## src/rtl/stim_ctrl_pkg.sv

```systemverilog
// Shared types and helpers for the closed-loop stimulation vote controller.
// Holds the FSM state encoding, the default per-channel threshold, the
// vote-count width helper and a popcount used to tally channel votes.
package stim_ctrl_pkg;

    // Controller phases: gather samples, score the epoch, pulse, lock out
    typedef enum logic [1:0] {
        ST_COLLECT,
        ST_EVAL,
        ST_STIM,
        ST_REFRACT
    } stim_state_t;

    // Threshold value the feature channels are normally configured with
    localparam longint DEFAULT_THRESH = 1000;

    // Widest feature vector the popcount helper has to handle
    localparam int MAX_FEAT = 8;

    // Bits needed to hold a vote total of 0..num_feat
    function automatic int vote_width(input int num_feat);
        return $clog2(num_feat + 1);
    endfunction

    // Number of set bits in a (zero-padded) vote vector
    function automatic logic [3:0] popcount(input logic [MAX_FEAT-1:0] bits);
        logic [3:0] cnt;
        cnt = '0;
        for (int i = 0; i < MAX_FEAT; i++) begin
            cnt = cnt + {3'b000, bits[i]};
        end
        return cnt;
    endfunction

endpackage

```

## src/rtl/stim_vote_ctrl_collect.sv

```systemverilog
// feat_epoch_collect: per-channel epoch gatherer.
// Compares each strobed feature sample against its signed threshold, keeps a
// seen bit and a vote bit per channel, and runs the epoch timer that starts
// with the first accepted sample.
// Ports:
//   clk, rst     clock and synchronous active-high reset
//   accept       high while the controller is collecting; strobes otherwise dropped
//   clear        wipes seen/votes/timer (epoch has been evaluated)
//   din          packed signed samples, channel i at [i*DATA_W +: DATA_W]
//   din_valid    per-channel sample strobe
//   thresh       packed signed per-channel thresholds
//   all_seen     every channel will have reported once this edge's strobes land
//   timed_out    the epoch timer will have reached TIMEOUT after this edge
//   votes        registered vote bits of the current epoch
module feat_epoch_collect
    import stim_ctrl_pkg::*;
#(
    parameter int NUM_FEAT = 3,
    parameter int DATA_W   = 40,
    parameter int TIMEOUT  = 16
) (
    input  logic                         clk,
    input  logic                         rst,
    input  logic                         accept,
    input  logic                         clear,
    input  logic [NUM_FEAT*DATA_W-1:0]   din,
    input  logic [NUM_FEAT-1:0]          din_valid,
    input  logic [NUM_FEAT*DATA_W-1:0]   thresh,
    output logic                         all_seen,
    output logic                         timed_out,
    output logic [NUM_FEAT-1:0]          votes
);

    localparam int TMR_W = $clog2(TIMEOUT + 1);

    logic [NUM_FEAT-1:0] seen_q, seen_d;
    logic [NUM_FEAT-1:0] votes_q, votes_d;
    logic [TMR_W-1:0]    timer_q, timer_d;
    logic [NUM_FEAT-1:0] above_thr;

    // Strict signed comparison of every channel against its own threshold
    always_comb begin
        above_thr = '0;
        for (int i = 0; i < NUM_FEAT; i++) begin
            above_thr[i] = $signed(din[i*DATA_W +: DATA_W]) >
                           $signed(thresh[i*DATA_W +: DATA_W]);
        end
    end

    // Latch strobed channels (a repeat strobe simply overwrites the vote) and
    // advance the timer; the timer value is "cycles open including this edge",
    // so the first sample loads 1.
    always_comb begin
        seen_d  = seen_q;
        votes_d = votes_q;
        timer_d = timer_q;
        if (clear) begin
            seen_d  = '0;
            votes_d = '0;
            timer_d = '0;
        end else if (accept) begin
            for (int i = 0; i < NUM_FEAT; i++) begin
                if (din_valid[i]) begin
                    seen_d[i]  = 1'b1;
                    votes_d[i] = above_thr[i];
                end
            end
            if (|seen_q) begin
                timer_d = timer_q + TMR_W'(1);
            end else if (|din_valid) begin
                timer_d = TMR_W'(1);
            end
        end
    end

    // Close conditions look at the next-state values so the controller can
    // move to evaluation on the same edge that completes the epoch.
    always_comb begin
        all_seen  = accept && (&seen_d);
        timed_out = accept && (timer_d >= TMR_W'(TIMEOUT));
        votes     = votes_q;
    end

    always_ff @(posedge clk) begin
        if (rst) begin
            seen_q  <= '0;
            votes_q <= '0;
            timer_q <= '0;
        end else begin
            seen_q  <= seen_d;
            votes_q <= votes_d;
            timer_q <= timer_d;
        end
    end

endmodule

```

## src/rtl/stim_vote_ctrl.sv

```systemverilog
// stim_vote_ctrl: majority-vote seizure detector with closed-loop stimulation.
// Gathers one thresholded sample per feature channel per epoch, reports the
// vote total, and after CONSEC consecutive positive epochs drives a STIM_LEN
// cycle stimulation pulse followed by a REFRACT cycle lockout.
// Ports:
//   clk, rst        clock and synchronous active-high reset
//   din             packed signed feature samples, channel i at [i*DATA_W +: DATA_W]
//   din_valid       per-channel sample strobe
//   thresh          packed signed per-channel thresholds (quasi-static)
//   decision_valid  one-cycle pulse per evaluated epoch
//   vote_count      votes of the last evaluated epoch (held until the next)
//   epoch_timeout   set with decision_valid when the epoch closed on timeout
//   stimulation     stimulator enable
//   busy            high during the pulse and the refractory lockout
module stim_vote_ctrl
    import stim_ctrl_pkg::*;
#(
    parameter int NUM_FEAT = 3,
    parameter int DATA_W   = 40,
    parameter int VOTE_MIN = 2,
    parameter int CONSEC   = 2,
    parameter int STIM_LEN = 4,
    parameter int REFRACT  = 8,
    parameter int TIMEOUT  = 16
) (
    input  logic                              clk,
    input  logic                              rst,
    input  logic [NUM_FEAT*DATA_W-1:0]        din,
    input  logic [NUM_FEAT-1:0]               din_valid,
    input  logic [NUM_FEAT*DATA_W-1:0]        thresh,
    output logic                              decision_valid,
    output logic [$clog2(NUM_FEAT+1)-1:0]     vote_count,
    output logic                              epoch_timeout,
    output logic                              stimulation,
    output logic                              busy
);

    localparam int VC_W    = vote_width(NUM_FEAT);
    localparam int CS_W    = $clog2(CONSEC + 1);
    localparam int CNT_MAX = (STIM_LEN > REFRACT) ? STIM_LEN : REFRACT;
    localparam int CNT_W   = $clog2(CNT_MAX + 1);

    stim_state_t          state_q, state_d;
    logic [CS_W-1:0]      consec_q, consec_d;
    logic [CNT_W-1:0]     cnt_q, cnt_d;
    logic                 to_flag_q, to_flag_d;
    logic                 decision_valid_q, decision_valid_d;
    logic [VC_W-1:0]      vote_count_q, vote_count_d;
    logic                 epoch_timeout_q, epoch_timeout_d;

    logic                 all_seen;
    logic                 timed_out;
    logic [NUM_FEAT-1:0]  votes;
    logic [MAX_FEAT-1:0]  votes_pad;

    feat_epoch_collect #(
        .NUM_FEAT (NUM_FEAT),
        .DATA_W   (DATA_W),
        .TIMEOUT  (TIMEOUT)
    ) u_collect (
        .clk       (clk),
        .rst       (rst),
        .accept    (state_q == ST_COLLECT),
        .clear     (state_q == ST_EVAL),
        .din       (din),
        .din_valid (din_valid),
        .thresh    (thresh),
        .all_seen  (all_seen),
        .timed_out (timed_out),
        .votes     (votes)
    );

    // Epoch scoring, consecutive-positive tracking and pulse/lockout sequencing.
    // An epoch that completes on the very edge its timer expires is reported
    // as complete, not as a timeout.
    always_comb begin
        state_d          = state_q;
        consec_d         = consec_q;
        cnt_d            = cnt_q;
        to_flag_d        = to_flag_q;
        decision_valid_d = 1'b0;
        vote_count_d     = vote_count_q;
        epoch_timeout_d  = 1'b0;
        votes_pad        = '0;
        votes_pad[NUM_FEAT-1:0] = votes;

        case (state_q)
            ST_COLLECT: begin
                if (all_seen || timed_out) begin
                    state_d   = ST_EVAL;
                    to_flag_d = timed_out && !all_seen;
                end
            end
            ST_EVAL: begin
                vote_count_d     = VC_W'(popcount(votes_pad));
                decision_valid_d = 1'b1;
                epoch_timeout_d  = to_flag_q;
                to_flag_d        = 1'b0;
                if (vote_count_d >= VC_W'(VOTE_MIN)) begin
                    if (consec_q != CS_W'(CONSEC)) begin
                        consec_d = consec_q + CS_W'(1);
                    end
                end else begin
                    consec_d = '0;
                end
                if (consec_d == CS_W'(CONSEC)) begin
                    state_d = ST_STIM;
                    cnt_d   = '0;
                end else begin
                    state_d = ST_COLLECT;
                end
            end
            ST_STIM: begin
                consec_d = '0;
                if (cnt_q == CNT_W'(STIM_LEN - 1)) begin
                    cnt_d   = '0;
                    state_d = (REFRACT == 0) ? ST_COLLECT : ST_REFRACT;
                end else begin
                    cnt_d = cnt_q + CNT_W'(1);
                end
            end
            ST_REFRACT: begin
                if ((REFRACT == 0) || (cnt_q == CNT_W'(REFRACT - 1))) begin
                    cnt_d   = '0;
                    state_d = ST_COLLECT;
                end else begin
                    cnt_d = cnt_q + CNT_W'(1);
                end
            end
            default: begin
                state_d = ST_COLLECT;
            end
        endcase
    end

    always_ff @(posedge clk) begin
        if (rst) begin
            state_q          <= ST_COLLECT;
            consec_q         <= '0;
            cnt_q            <= '0;
            to_flag_q        <= 1'b0;
            decision_valid_q <= 1'b0;
            vote_count_q     <= '0;
            epoch_timeout_q  <= 1'b0;
        end else begin
            state_q          <= state_d;
            consec_q         <= consec_d;
            cnt_q            <= cnt_d;
            to_flag_q        <= to_flag_d;
            decision_valid_q <= decision_valid_d;
            vote_count_q     <= vote_count_d;
            epoch_timeout_q  <= epoch_timeout_d;
        end
    end

    assign decision_valid = decision_valid_q;
    assign vote_count     = vote_count_q;
    assign epoch_timeout  = epoch_timeout_q;
    assign stimulation    = (state_q == ST_STIM);
    assign busy           = (state_q == ST_STIM) || (state_q == ST_REFRACT);

endmodule

```

## config.mk

```make
export PLATFORM = sky130hd
export DESIGN_NAME = stim_vote_ctrl
export DESIGN_NICKNAME = d
export VERILOG_FILES = /design/src/rtl/stim_ctrl_pkg.sv /design/src/rtl/stim_vote_ctrl_collect.sv /design/src/rtl/stim_vote_ctrl.sv
export SDC_FILE = /design/constraint.sdc
export NUM_CORES = 1
export LEC_CHECK = 0
export BUFFER_PORTS_ARGS = -buffer_cell sky130_fd_sc_hd__buf_2
export CAP_MARGIN = 40
export CORE_UTILIZATION = 41
export CTS_BUF_LIST = sky130_fd_sc_hd__clkbuf_4
export CTS_CLUSTER_DIAMETER = 80
export DETAILED_ROUTE_END_ITERATION = 8
export PLACE_DENSITY = 0.82
export SKIP_LAST_GASP = 1
export SYNTH_ARGS = -nofsm -noshare
export SYNTH_HDL_FRONTEND = slang
export SYNTH_SLANG_ARGS = --single-unit
```

## constraint.sdc

```tcl
create_clock -name clk -period 1.94 [get_ports clk]
set_input_delay 0.291 -clock clk [delete_from_list [all_inputs] [get_ports clk]]
set_output_delay 0.291 -clock clk [all_outputs]
set_load 0.02 [all_outputs]
```

==> flow_summary.toml <==
[outcome]
status = "finished clean"

[global_routing]
grt_pass1_wl_um = 17400
grt-ovfl-total = 0
grtUsageTotal_pct = 20.3
grt_pass1_vias = 4404
grt_start_max_net_pins = 15
antenna_found_initial = 1

[power]
total_power_w = 0.00205
irDropWorstVdd_mv = 0.253
p_per_area_nw_per_um2 = 347
p_leak_nw = 3.53

[detailed_routing]
ant_nets = 0
vias = 4796
dr.pass1.iters = 4
drc_errors = 0
finalWirelength_um = 11500
viasPerCell = 4.88
first_iter_violations = 82
wire_per_inst_um = 11.7

[sta]
skew_ps = 11.5
hold_viol_final = 0
max_freq_mhz = 525
min_period_over_period_pct = 98.2
finalWorstPathRequiredPeriod_ps = 1910
tightest_slew_ps = 434
whs_ps = 275
relSlewSlack_pct = 70.8
finalSetupViolCount = 0
rsz0062_at_grt = "yes"
timing.final.ws_setup_ps = 34.7
maxSlewViolCount = 0

[clock_tree]
ctsHoldBuffers = 0
cts_root_buf = "clkbuf_4"
numCtsBuffers = 3
cts_max_level = 1
cts_tree = "done"
clock_sinks = 24
max-clock-path-buffers = 2
clkTransAtPathRegs_ps = 140
worstSkewPairLatency_ps = 320

[layout]
layout_commonest_cell = "buf_2"
layout_common_cells = "buf_2 (250), inv_1 (129), ha_1 (128)"
post-route-util_pct = 59.9
layout.nets = 1224
syn_to_final_growth_pct = 40.2
drive_above_1_share_pct = 35.1
finalNonFillerCells = 983

[floorplanning]
rows = 36
die_x_um = 103
initial_core_util_pct = 42.7
ios = 251
die_h_um = 103
core_um2 = 9860
dieArea_um2 = 10700

[placement]
dp_hpwl_um = 10600
gp_congestion = 0.862
io_buffer_count = 250
place_ws_ps = -247
dp.cells = 977

[worst_setup_path]
reg2reg_from = "u_collect.seen_q[2]"
crit_path_start_kind = "flop"
critPathRequiredTime_ps = 2170
crit_type = "flop to flop"
path_max_fanout = 4
reg2reg_depth = 7
endpoint_kind = "flop"
cp.arrival_ps = 2140
reg2reg_slack_ps = 30

[min_path]
holdPathEnd = "u_collect.seen_q[1]"
holdCritStartpoint = "din_valid[1]"
hold_class = "input port to flop"
hold_depth = 3

[run]
cap_viol_max_count = 0

[synthesis]
async_flop_share_pct = 0
synth-edff-count = 0
synth_area_per_cell_um2 = 7.45
synth_area_um2 = 4210
ys.warnings.count = 0
ys_seq_elements = 24
synth_seq_area_share_pct = 11.4
yosys_most_used_dff = "dfxtp_1"
synthesis.nets = 940
synthCells = 566
synth_cell_type_count = 50
==> where the power goes <==
group          switching (W)  internal, W  total [W]
sequential         0.0000347     0.000539   0.000573
clock               0.000149    0.0000753   0.000224
combinational       0.000595     0.000658    0.00125
==> cells by family (layout without fill, tap and decap cells) <==
group	count (synthesis)	in the layout	share of synthesized area, %
AOI/OAI and AO/OA	122	122	18.5
other	0	1	0
muxes	6	6	1.45
adders and majority gates	129	129	38.5
buffers and inverters	134	417	12.1
xor gates and xnor gates	4	4	0.831
DFF	24	24	11.4
and+or+nand+nor	147	147	17.2
==> Yosys cell counts (2+ instances only) <==
cell        n  area, um2
a21oi_1    59        295
nor4_1      5       31.3
or3_1       3       18.8
nand2_1    43        161
mux2i_1     5       50.1
nand4_1    23        144
o21a_1      2       15.0
nor3b_1     2       15.0
nand2b_1    5       31.3
o22ai_1     5       31.3
nor2b_1     8       50.1
o31ai_1     2       15.0
a221oi_1    6       52.6
ha_1      128       1600
nand3_1    18       90.1
nor2_1     28        105
a211o_1     2       17.5
clkbuf_1    4       15.0
a22oi_1     2       15.0
nor3_1      5       25.0
dfxtp_1    24        480
o211ai_1    4       30.0
inv_1     129        484
a21o_1      5       37.5
xnor2_1     4       35.0
a211oi_1    4       30.0
o21ai_0    18       90.1
==> per-stage QoR <==
| step | cell area, um2 | setup TNS (ps) |
|---|---|---|
| floorplan | 4220 | -66.8 |
| global placement | 5860 | -420 |
| detailed placement | 5860 | -498 |
| CTS | 5880 | 0 |
| global route | 5910 | -70.0 |
| finish | 5910 | 0 |
==> layout make-up <==
| cell class | instances | area (um2) |
|---|---|---|
| inverter | 129 | 484 |
| clock buffer | 3 | 22.5 |
| timing repair buffer | 284 | 1510 |
| multi-input combinational | 408 | 3240 |
| antenna | 1 | 2.50 |
| clock inverter | 1 | 3.75 |
| fill | 909 | 3960 |
| tap | 133 | 166 |
| sequential | 24 | 482 |
==> flip-flops by register name, indices dropped and copies added (netlist names), named ones only <==
register / count
cnt_q: 4
consec_q: 2
decision_valid: 1
epoch_timeout: 1
state_q: 1
to_flag_q: 1
u_collect.seen_q: 3
u_collect.timer_q: 5
u_collect.votes: 3
vote_count: 2
==> layer usage <==
layer	vias up	wire [um]	track usage [%]	part of all wire, %
li1	2536	-	-	-
met1	2066	4520	20.6	39
met2	182	5990	41.5	52
met3	12	808	3.09	7.0
met4	0	176	6.39	1.5
met5	-	0	0	0
==> worst max-delay path by stage <==
| stage | startpoint | end | slack [ps] | depth (start not counted) |
|---|---|---|---|---|
| after floorplan | u_collect.seen_q[2] | flop | -70 | 8 |
| after global placement | din[78] | u_collect.votes[1] | -180 | 10 |
| after detailed placement | thresh[78] | u_collect.votes[1] | -250 | 11 |
| after CTS | u_collect.seen_q[2] | flop | 4 | 7 |
| after global routing | flop | flop | -70 | 9 |
| final | u_collect.seen_q[2] | flop | 30 | 7 |
==> timing repair <==
item	4_1_cts	5_1_grt
setup endpoints to repair	0	4
gates resized for setup	0	3
buffers inserted	0	1
==> critical path, stage by stage (launching register included) <==
cell,delay (ps)
dfxtp_1,350
or3_4,400
o41ai_4,240
a22oi_2,140
or2_4,250
a21boi_4,170
a211oi_1,100
a31o_1,180
(Power assumes the default switching activity.)
